`config.mk`:
```
export PLATFORM = sky130hd
export DESIGN_NAME = mbc3_cart_mapper
export DESIGN_NICKNAME = d
export VERILOG_FILES = /design/src/rtl/mbc3_cart_mapper_pkg.sv /design/src/rtl/mbc3_cart_mapper_rtc.sv /design/src/rtl/mbc3_cart_mapper.sv
export SDC_FILE = /design/constraint.sdc
export NUM_CORES = 1
export LEC_CHECK = 0
export ABC_AREA = 1
export ABC_CLOCK_PERIOD_IN_PS = 2000
export BUFFER_PORTS_ARGS = -buffer_cell sky130_fd_sc_hd__buf_2
export CAP_MARGIN = 0
export CORE_UTILIZATION = 40
export CTS_BUF_LIST = sky130_fd_sc_hd__clkbuf_8
export CTS_CLUSTER_SIZE = 24
export DETAILED_ROUTE_END_ITERATION = 10
export PLACE_DENSITY_LB_ADDON = 0.1
export SLEW_MARGIN = 30
export SYNTH_ARGS = -nofsm -noshare
export SYNTH_HDL_FRONTEND = slang
export SYNTH_HIERARCHICAL = 1
export SYNTH_SLANG_ARGS = --single-unit
```
`constraint.sdc`:
```
create_clock -name core_clk -period 2 [get_ports core_clk]
set_input_delay 0.5 -clock core_clk [delete_from_list [all_inputs] [get_ports core_clk]]
set_output_delay 0.5 -clock core_clk [all_outputs]
set_load 0.05 [all_outputs]
```
`src/rtl/mbc3_cart_mapper_pkg.sv`:
```
// MBC3 cartridge mapper shared definitions.
// Region decode, RTC register codes, field limits and the RTC bundle.
package mbc3_cart_mapper_pkg;

    // CPU address [15:13] regions that the mapper decodes
    localparam logic [2:0] RGN_RAMEN = 3'd0;
    localparam logic [2:0] RGN_BANK  = 3'd1;
    localparam logic [2:0] RGN_SEL   = 3'd2;
    localparam logic [2:0] RGN_LATCH = 3'd3;
    localparam logic [2:0] RGN_RAM   = 3'd5;

    // RTC register select codes
    localparam logic [3:0] RTC_SEC    = 4'h8;
    localparam logic [3:0] RTC_MIN    = 4'h9;
    localparam logic [3:0] RTC_HR     = 4'hA;
    localparam logic [3:0] RTC_DAY_LO = 4'hB;
    localparam logic [3:0] RTC_DAY_HI = 4'hC;

    // Last in-range value of each counter field
    localparam logic [5:0] SEC_MAX = 6'd59;
    localparam logic [5:0] MIN_MAX = 6'd59;
    localparam logic [4:0] HR_MAX  = 5'd23;
    localparam logic [8:0] DAY_MAX = 9'd511;

    typedef enum logic [1:0] {
        SRC_FF,
        SRC_ROM,
        SRC_RAM,
        SRC_RTC
    } src_t;

    typedef enum logic {
        LATCH_IDLE,
        LATCH_ARMED
    } latch_t;

    typedef struct packed {
        logic       carry;
        logic       halt;
        logic [8:0] day;
        logic [4:0] hr;
        logic [5:0] min;
        logic [5:0] sec;
    } rtc_t;

    // CPU-visible byte of an RTC register; non-RTC selects read FF
    function automatic logic [7:0] rtc_byte(rtc_t r, logic [3:0] sel);
        logic [7:0] b;
        unique case (sel)
            RTC_SEC:    b = {2'b00, r.sec};
            RTC_MIN:    b = {2'b00, r.min};
            RTC_HR:     b = {3'b000, r.hr};
            RTC_DAY_LO: b = r.day[7:0];
            RTC_DAY_HI: b = {r.carry, r.halt, 5'b0, r.day[8]};
            default:    b = 8'hFF;
        endcase
        return b;
    endfunction

endpackage

```
`src/rtl/mbc3_cart_mapper_rtc.sv`:
```
// MBC3 real-time clock: prescaler, live and latched counters.
// Written fields override the tick result; the carry chain still advances.
module mbc3_cart_mapper_rtc
    import mbc3_cart_mapper_pkg::*;
#(
    parameter int TICKS_PER_SEC = 4194304
) (
    input  logic       core_clk,
    input  logic       reset,
    input  logic       wr_en,
    input  logic [3:0] wr_sel,
    input  logic [7:0] wr_data,
    input  logic       latch,
    output rtc_t       latched
);

    localparam int PW = (TICKS_PER_SEC > 1) ? $clog2(TICKS_PER_SEC) : 1;
    localparam logic [PW-1:0] PRE_LAST = PW'(TICKS_PER_SEC - 1);

    logic [PW-1:0] presc;
    rtc_t          live;
    rtc_t          live_nxt;
    logic          tick;
    logic          c_min;
    logic          c_hr;
    logic          c_day;

    assign tick = !live.halt && (presc == PRE_LAST);

    // Next live value: ripple the tick through the fields, then apply writes
    always_comb begin
        live_nxt = live;
        c_min    = 1'b0;
        c_hr     = 1'b0;
        c_day    = 1'b0;
        if (tick) begin
            c_min        = (live.sec == SEC_MAX);
            live_nxt.sec = c_min ? 6'd0 : live.sec + 6'd1;
            if (c_min) begin
                c_hr         = (live.min == MIN_MAX);
                live_nxt.min = c_hr ? 6'd0 : live.min + 6'd1;
            end
            if (c_hr) begin
                c_day       = (live.hr == HR_MAX);
                live_nxt.hr = c_day ? 5'd0 : live.hr + 5'd1;
            end
            if (c_day) begin
                live_nxt.day = live.day + 9'd1;
                if (live.day == DAY_MAX) begin
                    live_nxt.carry = 1'b1;
                end
            end
        end
        if (wr_en) begin
            unique case (wr_sel)
                RTC_SEC:    live_nxt.sec      = wr_data[5:0];
                RTC_MIN:    live_nxt.min      = wr_data[5:0];
                RTC_HR:     live_nxt.hr       = wr_data[4:0];
                RTC_DAY_LO: live_nxt.day[7:0] = wr_data;
                RTC_DAY_HI: begin
                    live_nxt.day[8] = wr_data[0];
                    live_nxt.halt   = wr_data[6];
                    live_nxt.carry  = wr_data[7];
                end
                default: ;
            endcase
        end
    end

    // Prescaler, live counters and latch copy
    always_ff @(posedge core_clk) begin
        if (reset) begin
            presc   <= '0;
            live    <= '0;
            latched <= '0;
        end else begin
            if (wr_en && wr_sel == RTC_SEC) begin
                presc <= '0;
            end else if (tick) begin
                presc <= '0;
            end else if (!live.halt) begin
                presc <= presc + 1'b1;
            end
            live <= live_nxt;
            if (latch) begin
                latched <= live;
            end
        end
    end

endmodule

```
`src/rtl/mbc3_cart_mapper.sv`:
```
// MBC3 mapper: register decode, ROM/RAM banking, latch FSM, read mux.
// Read data is returned one cycle after cpu_rd, aligned with ROM/RAM.
module mbc3_cart_mapper
    import mbc3_cart_mapper_pkg::*;
#(
    parameter int ROM_AW        = 21,
    parameter int RAM_AW        = 15,
    parameter int TICKS_PER_SEC = 4194304
) (
    input  logic              core_clk,
    input  logic              reset,
    input  logic [15:0]       cpu_addr,
    input  logic [7:0]        cpu_wdata,
    input  logic              cpu_wr,
    input  logic              cpu_rd,
    output logic [ROM_AW-1:0] rom_addr,
    input  logic [7:0]        rom_rdata,
    output logic [RAM_AW-1:0] ram_addr,
    output logic [7:0]        ram_wdata,
    output logic              ram_we,
    input  logic [7:0]        ram_rdata,
    output logic [7:0]        cart_rdata
);

    logic        ram_en;
    logic [6:0]  rom_bank;
    logic [3:0]  ram_sel;
    latch_t      lstate;
    latch_t      lstate_nxt;
    logic        latch_stb;
    logic [2:0]  region;
    logic        in_ram;
    logic        sel_ram;
    logic        sel_rtc;
    logic        rtc_we;
    logic [20:0] rom_full;
    logic [14:0] ram_full;
    src_t        src;
    src_t        src_q;
    logic [7:0]  rtc_q;
    rtc_t        rtc_lat;

    assign region  = cpu_addr[15:13];
    assign in_ram  = (region == RGN_RAM);
    assign sel_ram = (ram_sel[3:2] == 2'b00);
    assign sel_rtc = (ram_sel >= RTC_SEC) && (ram_sel <= RTC_DAY_HI);

    assign rom_full = cpu_addr[14] ? {rom_bank, cpu_addr[13:0]}
                                   : {7'd0, cpu_addr[13:0]};
    assign ram_full = {ram_sel[1:0], cpu_addr[12:0]};
    assign rom_addr = ROM_AW'(rom_full);
    assign ram_addr = RAM_AW'(ram_full);

    assign ram_wdata = cpu_wdata;
    assign ram_we    = cpu_wr && in_ram && ram_en && sel_ram;
    assign rtc_we    = cpu_wr && in_ram && ram_en && sel_rtc;

    // Mapper control registers written through the ROM window
    always_ff @(posedge core_clk) begin
        if (reset) begin
            ram_en   <= 1'b0;
            rom_bank <= 7'd1;
            ram_sel  <= 4'd0;
        end else if (cpu_wr) begin
            unique case (region)
                RGN_RAMEN: ram_en <= (cpu_wdata[3:0] == 4'hA);
                RGN_BANK: rom_bank <= (cpu_wdata[6:0] == 7'd0)
                                      ? 7'd1 : cpu_wdata[6:0];
                RGN_SEL: ram_sel <= cpu_wdata[3:0];
                default: ;
            endcase
        end
    end

    // Latch FSM state register
    always_ff @(posedge core_clk) begin
        if (reset) begin
            lstate <= LATCH_IDLE;
        end else begin
            lstate <= lstate_nxt;
        end
    end

    // Latch FSM: a 00 then 01 write pair copies the live clock
    always_comb begin
        lstate_nxt = lstate;
        latch_stb  = 1'b0;
        if (cpu_wr && region == RGN_LATCH) begin
            unique case (lstate)
                LATCH_IDLE: begin
                    if (cpu_wdata == 8'h00) begin
                        lstate_nxt = LATCH_ARMED;
                    end
                end
                LATCH_ARMED: begin
                    lstate_nxt = LATCH_IDLE;
                    latch_stb  = (cpu_wdata == 8'h01);
                end
            endcase
        end
    end

    mbc3_cart_mapper_rtc #(
        .TICKS_PER_SEC(TICKS_PER_SEC)
    ) u_rtc (
        .core_clk(core_clk),
        .reset   (reset),
        .wr_en   (rtc_we),
        .wr_sel  (ram_sel),
        .wr_data (cpu_wdata),
        .latch   (latch_stb),
        .latched (rtc_lat)
    );

    // Read source for the current request
    always_comb begin
        src = SRC_FF;
        if (!cpu_addr[15]) begin
            src = SRC_ROM;
        end else if (in_ram && ram_en) begin
            if (sel_ram) begin
                src = SRC_RAM;
            end else if (sel_rtc) begin
                src = SRC_RTC;
            end
        end
    end

    // Register the source and the RTC byte as seen before any same-cycle write
    always_ff @(posedge core_clk) begin
        if (reset) begin
            src_q <= SRC_FF;
            rtc_q <= 8'hFF;
        end else begin
            src_q <= cpu_rd ? src : SRC_FF;
            rtc_q <= rtc_byte(rtc_lat, ram_sel);
        end
    end

    // Return mux, one cycle after the request
    always_comb begin
        unique case (src_q)
            SRC_ROM: cart_rdata = rom_rdata;
            SRC_RAM: cart_rdata = ram_rdata;
            SRC_RTC: cart_rdata = rtc_q;
            default: cart_rdata = 8'hFF;
        endcase
    end

endmodule

```
==> results of run 1 <==
-- final cells by class --
type	count	area share, %
well taps	180	3.47
clock buffers	12	2.54
repair buffers	110	11.0
multi-input cells	588	44.7
clock inverters	3	0.193
flip-flops and latches	101	31.2
inverters	118	6.90
-- layout by cell type (no fill, tap or decap), drive strengths merged --
| cell type | n |
|---|---|
| a211oi | 1 |
| a21oi | 63 |
| a31oi | 2 |
| buf | 110 |
| clkbuf | 12 |
| clkinv | 4 |
| clkinvlp | 1 |
| dfxtp | 101 |
| ha | 6 |
| inv | 116 |
| nand2 | 179 |
| nand3 | 82 |
| nand3b | 1 |
| nand4 | 17 |
| nor2 | 120 |
| nor3 | 14 |
| nor3b | 2 |
| nor4 | 2 |
| o211ai | 5 |
| o21a | 3 |
| o21ai | 74 |
| o21bai | 1 |
| or2 | 6 |
| xnor2 | 2 |
| xor2 | 8 |
-- kinds of logic (layout without fill, tap and decap cells) --
family	count (synthesis)	in the layout	synth area share, %
AO/OA/AOI/OAI	149	149	13.8
XOR/XNOR	10	10	1.54
adder cells (fa/ha/maj)	6	6	1.32
buffers and inverters	176	243	14.4
flip-flops	101	101	35.5
AND/OR/NAND/NOR	423	423	33.5
-- cell usage after synthesis, types with 2 or more instances --
cell type,number
nand2_1,167
inv_1,111
nor2_1,107
dfxtp_1,101
nand3_1,81
o21ai_0,70
a21oi_1,60
buf_4,39
nand4_1,16
nor3_1,14
clkbuf_1,13
nand2_2,8
xor2_1,8
nor2_4,7
ha_1,6
nor2_2,6
buf_2,5
o211ai_1,5
or2_2,5
inv_2,4
nand2_4,4
o21ai_1,4
a21oi_2,3
o21a_1,3
a31oi_1,2
clkinv_1,2
nor3b_1,2
nor4_1,2
xnor2_1,2
-- state kept, by name, indices dropped and copies added (netlist names) --
register and count:
rom_bank 7, u_rtc/latched 28, ram_sel 4, src_q 2, u_rtc/live 28, ram_en 1
lstate 1, u_rtc/presc 22, rtc_q 8
-- path summary, 6_finish.rpt --
path	slack (ps)	cells after the start	end
worst max-delay path	70	6	ram_we
worst min-delay path	370	3	src_q[1]
worst max register to register	180	12	u_rtc/live[20]
worst min register to register	480	2	u_rtc/presc[15]
-- power breakdown --
| group | internal, mW | total (mW) | leakage (nW) | switching [mW] |
|---|---|---|---|---|
| registers | 2.03 | 2.04 | 0.816 | 0.0123 |
| clock network | 0.538 | 1.24 | 0.101 | 0.699 |
| logic | 0.110 | 0.336 | 2.06 | 0.226 |
| total | 2.68 | 3.61 | 2.97 | 0.938 |
-- layer usage --
layer,global-route usage [%],vias up
met5,0,-
met4,12.9,0
met3,2.73,29
met2,37.9,154
met1,26.7,2592
li1,-,2865
-- what timing repair did --
action                                  in CTS  in global routing
endpoints found under the setup margin       9                 37
resized for setup                            3                 12
pin swaps                                    0                  0
-- worst max-delay path, cell delays in order --
cell and delay [ps]:
buf_2 100, buf_4 160, nor2_1 180, nand3_2 120
nor4_4 160, buf_6 200
-- stage by stage --
stage	cell area, µm²	worst slack (ps)
6_report	6500	68.9
5_1_grt	6500	2.70
4_1_cts	6460	18.7
3_5_place_dp	6280	-191
3_3_place_gp	6280	-105
2_1_floorplan	5720	-9.60
==> results_dict.tcl, run 1 <==
set metrics [dict create \
    status "completed" \
    hold_path.class "input pin to flop" \
    tritoncts "done" \
    grt_max_degree 43 \
    irDropWorstVdd_mv 0.253 \
    rsz0062_at_grt "false" \
    slew_violations 0 \
    start_util_pct 41.1 \
    netlist_area_um2 5700 \
    drive_gt1_share_pct 18.9 \
    place_congestion 0.858 \
    drv_cap 0 \
    clk_latency_ps 380 \
    min_from "cpu_rd" \
    n_fill_cell 1477 \
    highest_layer "met4" \
    gr-total-overflow 0 \
    clock_skew_ps 8.30 \
    r2r_start "u_rtc/live[12]" \
    final_cells 1112 \
    cts-root-buf "clkbuf_8" \
    fin_crit_sh_pct 96.6 \
    multi_input_area_um2 2910 \
    ys_async_sr_fraction_pct 0 \
    power_density_nw_per_um2 556 \
    synth-main-ff-cell "dfxtp_1" \
    startpoint "cpu_addr[14]" \
    wl_mm 15.9 \
    avgSynthCellArea_um2 6.59 \
    fp.dieH_um 121 \
    postRouteAntennaNets 0 \
    wl_per_cell_um 14.3 \
    wl_met1_mm 7.06 \
    cts_hold_repair.buffers 0 \
    final_core_utilization_pct 46.8 \
    route.met2.wl_mm 7.51 \
    hpwl_mm 12.3 \
    synth_area_leader_cell "dfxtp_1" \
    arrival_ps 1430 \
    netlist.area_leader.share_pct 35.5 \
    n_antenna_cell 0 \
    row_count 43 \
    numCtsBuffers 9 \
    grt_use_total_pct 22.2 \
    io_pins 97 \
    cts_sinks 101 \
    synth_cells 865 \
    dieArea_um2 14700 \
    post-cts-setup-buffers 0 \
    fp.dieW_um 121 \
    relSlewSlack_pct 72.0 \
    path_class "input pin to primary output" \
    cts_max_path_buffers 2 \
    fin_hold_ws_ps 368 \
    vias 5640 \
    path_clk_slew_ps 90 \
    endpoint_kind "primary output" \
    ys_types 37 \
    synth.area.top_cells "dfxtp_1 35%, nand2_1 11%, inv_1 7.3%" \
    hold_viol 0 \
    wl_met3_um 702 \
    layout_min_cycle_time_ps 1930 \
    drt-initial-drc-count 347 \
    fmax_mhz 518 \
    worstPathRequired_ps 1500 \
    antenna_found_initial 0 \
    finalSetupViolations 0 \
    fin_nets 978 \
    tightest_slew_ps 416 \
    power_mw 3.61 \
    portBuffers 57 \
    core-area_um2 13900 \
    syn_nets 915 \
    yosysSeqAreaShare_pct 35.5 \
    synth_seq_cells 101 \
    area_growth_syn_to_layout_pct 13.9 \
    synth_warnings 6 \
    grt_pass1_wl_mm 25.0 \
    crit_fanout 10 \
    firstDrtPassIters 6 \
    place_inst 1097 \
    grt_pass1_vias 5133 \
    finalSetupTns_ps 0 \
    startpoint_type "input pin" \
    seq_area_um2 2030 \
    p_leak_nw 2.97 \
    drc_errors 0 \
    h-tree-depth 3 \
    synth_edf_count 0 \
    post_drt_via_cell_ratio 5.07 \
]
Note: power is estimated with default switching activity, not from simulation.
==> inputs of run 2 (changes only) <==
--- a/config.mk
+++ b/config.mk
@@ -9,7 +9,10 @@
 export ABC_CLOCK_PERIOD_IN_PS = 2000
 export BUFFER_PORTS_ARGS = -buffer_cell sky130_fd_sc_hd__buf_2
 export CAP_MARGIN = 0
-export CORE_UTILIZATION = 40
+export CELL_PAD_IN_SITES_DETAIL_PLACEMENT = 1
+export CELL_PAD_IN_SITES_GLOBAL_PLACEMENT = 1
+export CORE_MARGIN = 10
+export CORE_UTILIZATION = 37
 export CTS_BUF_LIST = sky130_fd_sc_hd__clkbuf_8
 export CTS_CLUSTER_SIZE = 24
 export DETAILED_ROUTE_END_ITERATION = 10
==> run 2 against run 1 <==
Final cell count rose by 1.7%. Critical endpoint unchanged. Flip-flop and latch count did not move. Total power fell by 1.8%. Largest power group unchanged. Wire length rose by 18%.
==> results_dict.tcl, run 2 (synthesized netlist as in run 1, its figures left out) <==
set metrics [dict create \
    status "completed" \
    p_leak_nw 3.03 \
    arrival_ps 1410 \
    fin_crit_sh_pct 95.4 \
    wl_per_cell_um 16.6 \
    hpwl_mm 15.0 \
    worstPathRequired_ps 1500 \
    slowest_delay_ps 370 \
    tightest_slew_ps 419 \
    drv_cap 0 \
    r2r_end "u_rtc/live[13]" \
    grt_pass1_vias 5875 \
    relSlewSlack_pct 72.0 \
    hold_viol 0 \
    rsz0062_at_grt "true" \
    n_antenna_cell 0 \
    reg.largest.list "u_rtc/latched x28, u_rtc/live x28, u_rtc/presc x22" \
    most-common-layout-cells "164 x nand2_1, 109 x inv_1, 105 x nor2_1" \
    drt-initial-drc-count 225 \
    layout_min_cycle_time_ps 1910 \
    dieArea_um2 20800 \
    crit_fanout 5 \
    slew_violations 0 \
    r2r_start "u_rtc/presc[1]" \
    h-tree-depth 3 \
    core-area_um2 15100 \
    irDropWorstVdd_mv 0.252 \
    path_class "flop to primary output" \
    path_clk_slew_ps 100 \
    drive_gt1_share_pct 20.8 \
    cts_max_path_buffers 2 \
    min_from "reset" \
    fp.dieW_um 144 \
    clock_skew_ps 14.8 \
    clk_latency_ps 390 \
    portBuffers 57 \
    final_cell_area_um2 6620 \
    power_mw 3.55 \
    vias 5797 \
    worst-path-buf-inv 2 \
    firstDrtPassIters 5 \
    io_pins 97 \
    endpoint_kind "primary output" \
    grt_use_total_pct 18.2 \
    grt_pass1_wl_mm 29.9 \
    start_util_pct 37.6 \
    cts-root-buf "clkbuf_8" \
    fin_nets 991 \
    fp.dieH_um 144 \
    final_common_cell "nand2_1" \
    min_to "lstate" \
    hold_path.class "input pin to flop" \
    startpoint_type "flop" \
    antenna_found_initial 0 \
    cpMaxStageDelayCell "dfxtp_2" \
    tritoncts "done" \
    cts_sinks 101 \
    numCtsBuffers 9 \
    path_delay_family "flip-flops" \
    gr-total-overflow 0 \
    whs_path_depth 2 \
    drc_errors 0 \
    post_drt_via_cell_ratio 5.13 \
    finalSetupViolations 0 \
    r2r_slack_ps 180 \
    place_congestion 0.853 \
    fmax_mhz 524 \
    reg2reg_depth 10 \
    worstPathCellList "buf_4, nor4_4, buf_6" \
    grt_max_degree 38 \
    final_core_utilization_pct 43.7 \
    wl_mm 18.7 \
    dpl_cell_area_um2 6330 \
    area_growth_syn_to_layout_pct 16.1 \
    postRouteAntennaNets 0 \
    power_density_nw_per_um2 536 \
    row_count 45 \
]
==> run 2: where the power goes <==
group	internal (mW)	total, mW	switching (mW)	leakage [nW]
registers	2.03	2.04	0.0133	0.818
logic	0.116	0.352	0.236	2.13
clock network	0.435	1.15	0.718	0.0788
==> run 2: per-layer routing <==
metal	wire, µm	track usage (%)
met5	0	0
met4	283	5.80
met3	1080	3.51
met2	8990	31.2
met1	8380	22.3
==> run 2: cell type report <==
class | instances | area, µm²
fill | 1989 | 8520
multi-input combinational | 588 | 2920
sequential | 101 | 2030
timing repair buffer | 123 | 826
inverter | 118 | 454
tap | 188 | 235
clock buffer | 9 | 124
clock inverter | 4 | 28.8
==> run 2: metrics by stage <==
step	cells	setup slack (ps)	setup TNS [ps]	hold WS, ps
6_report	1131	92.7	0	353
5_1_grt	1131	-8.11	-16.5	328
4_1_cts	1124	13.3	0	327
3_5_place_dp	1111	-205	-5880	455
3_3_place_gp	1111	-129	-2640	451
2_1_floorplan	865	-9.60	-16.4	435
==> run 2: repair_timing <==
action                                  in CTS  in global routing
pin swaps                                    0                  7
endpoints found under the setup margin       9                 49
setup buffers                                0                  7
hold buffers                                 0                  0
gates resized for setup                      5                 27
==> run 2: worst register-to-register path: cells and delay by family, from the launching register on <==
family / cells / cell delay, ps
adder cells (fa/ha/maj): 1 / 220
buffers and inverters: 1 / 70
AO/OA/AOI/OAI: 2 / 210
AND/OR/NAND/NOR: 6 / 850
flip-flops: 1 / 380
==> run 2: worst max-delay path by stage <==
| stage | from | to | slack, ps | cells past startpoint |
|---|---|---|---|---|
| floorplan | ram_sel[3] | u_rtc/live[8] | -10 | 9 |
| global placement | cpu_addr[14] | u_rtc/live[11] | -130 | 11 |
| detailed placement | cpu_addr[14] | u_rtc/live[11] | -200 | 11 |
| CTS | cpu_addr[14] | ram_we | 10 | 6 |
| global route | ram_sel[1] | u_rtc/live[19] | -8 | 13 |
| finish | ram_sel[3] | ram_we | 90 | 3 |
==> inputs of run 3 (changes only) <==
--- a/config.mk
+++ b/config.mk
@@ -16,9 +16,10 @@
 export CTS_BUF_LIST = sky130_fd_sc_hd__clkbuf_8
 export CTS_CLUSTER_SIZE = 24
 export DETAILED_ROUTE_END_ITERATION = 10
-export PLACE_DENSITY_LB_ADDON = 0.1
+export PLACE_DENSITY = 0.75
 export SLEW_MARGIN = 30
 export SYNTH_ARGS = -nofsm -noshare
 export SYNTH_HDL_FRONTEND = slang
 export SYNTH_HIERARCHICAL = 1
 export SYNTH_SLANG_ARGS = --single-unit
+export TNS_END_PERCENT = 30
==> run 3 against run 2 <==
Clock-buffer cell count up 2. Highest routed layer unchanged. Non-clock buffer count fell by 9. Register-to-register slack lost 50 ps.
==> results_dict.tcl, run 3 (synthesized netlist as in run 1, its figures left out) <==
set metrics [dict create \
    worstPathRequired_ps 1500 \
    grt_max_degree 35 \
    p_leak_nw 3.02 \
    postRouteAntennaNets 0 \
    fin_nets 983 \
    grt_pass1_vias 5643 \
    cts_sinks 101 \
    drive_gt1_share_pct 19.5 \
    drc_errors 0 \
    arrival_ps 1430 \
    io_pins 97 \
    cts_hold_repair.buffers 0 \
    hpwl_mm 13.8 \
    grt_pass1_wl_mm 28.7 \
    power_density_nw_per_um2 589 \
    wl_per_cell_um 15.8 \
    antenna_found_initial 0 \
    startpoint_type "flop" \
    final_common_cell "nand2_1" \
    grt_use_total_pct 17.4 \
    path_class "flop to primary output" \
    fp.dieW_um 144 \
    clk_latency_ps 390 \
    irDropWorstVdd_mv 0.273 \
    final_cells 1126 \
    relSlewSlack_pct 69.9 \
    place_congestion 0.838 \
    n_antenna_cell 0 \
    path_clk_slew_ps 100 \
    drt-initial-drc-count 333 \
    h-tree-depth 3 \
    area_growth_syn_to_layout_pct 15.8 \
    start_util_pct 37.6 \
    finalSetupViolations 0 \
    row_count 45 \
    numCtsBuffers 9 \
    hold_viol 0 \
    slew_violations 0 \
    dpl_cell_area_um2 6300 \
    cts_max_path_buffers 2 \
    fp.dieH_um 144 \
    crit_fanout 8 \
    fin_crit_sh_pct 96.5 \
    status "completed" \
    fin_hold_ws_ps 352 \
    vias 5692 \
    rsz0062_at_grt "true" \
    post_drt_via_cell_ratio 5.06 \
    gr-total-overflow 0 \
    wl_mm 17.8 \
    place_inst 1108 \
    layout_min_cycle_time_ps 1930 \
    core-area_um2 15100 \
    reg.largest.list "u_rtc/latched x28, u_rtc/live x28, u_rtc/presc x22" \
    portBuffers 57 \
    tightest_slew_ps 448 \
    fmax_mhz 518 \
    hold_path.class "input pin to flop" \
    drv_cap 0 \
    clock_skew_ps 14.0 \
    tritoncts "done" \
    endpoint_kind "primary output" \
    final_cell_area_um2 6600 \
    cts-root-buf "clkbuf_8" \
    most-common-layout-cells "167 x nand2_1, 109 x inv_1, 104 x nor2_1" \
    dieArea_um2 20800 \
    firstDrtPassIters 4 \
]
## run 3: final timing paths
path | cells after the start | start | slack (ps) | to
worst max register to register | 11 | u_rtc/live[1] | 130 | u_rtc/live[12]
worst min register to register | 2 | u_rtc/presc[21] | 490 | u_rtc/presc[21]
worst min-delay path | 3 | cpu_rd | 350 | src_q[1]
worst max-delay path | 4 | src_q[1] | 70 | cart_rdata[2]
## run 3: report_power, final
| group | switching, mW | internal, mW |
|---|---|---|
| Clock | 0.737 | 0.765 |
| Sequential | 0.0133 | 2.03 |
| Combinational | 0.234 | 0.110 |
## run 3: area by class of cell
cell class              count  area, µm²
well taps                 188        235
multi-input cells         588       2910
inverters                 118        448
clock buffers              11        151
fillers                  1993       8540
clock inverters             5       73.8
repair inverters            1       7.51
flip-flops and latches    101       2030
repair buffers            114        744
## run 3: timing repair
item | in CTS | in global routing
cloned | 1 | 0
endpoints found under the hold margin | 0 | 0
gates resized for setup | 6 | 19
setup buffers | 0 | 1
pin swaps | 0 | 3
setup endpoints to repair | 9 | 26
## run 3: per-stage QoR
step / worst slack, ps / util (%) / total power, mW / setup TNS, ps
6_report: 69.0 / 43.6 / 3.89 / 0
5_1_grt: -20.6 / 43.6 / 4.04 / -39.1
4_1_cts: 11.9 / 43.2 / 3.91 / 0
3_5_place_dp: -196 / 41.6 / 2.43 / -1910
3_3_place_gp: -81.2 / 41.6 / 2.42 / -433
2_1_floorplan: -9.60 / - / 2.43 / -16.4
## run 3: metal layers
metal,wire [µm],GRT usage (%),vias to the layer above
met5,0,0,-
met4,342,6.06,0
met3,909,3.48,21
met2,7770,26.7,102
met1,8740,23.7,2694
li1,-,-,2875
## run 3: worst max-delay path: stages (launching register included)
cell and delay (ps):
dfxtp_2 430, buf_4 170, nand3_1 90, nand3_1 90, buf_2 260
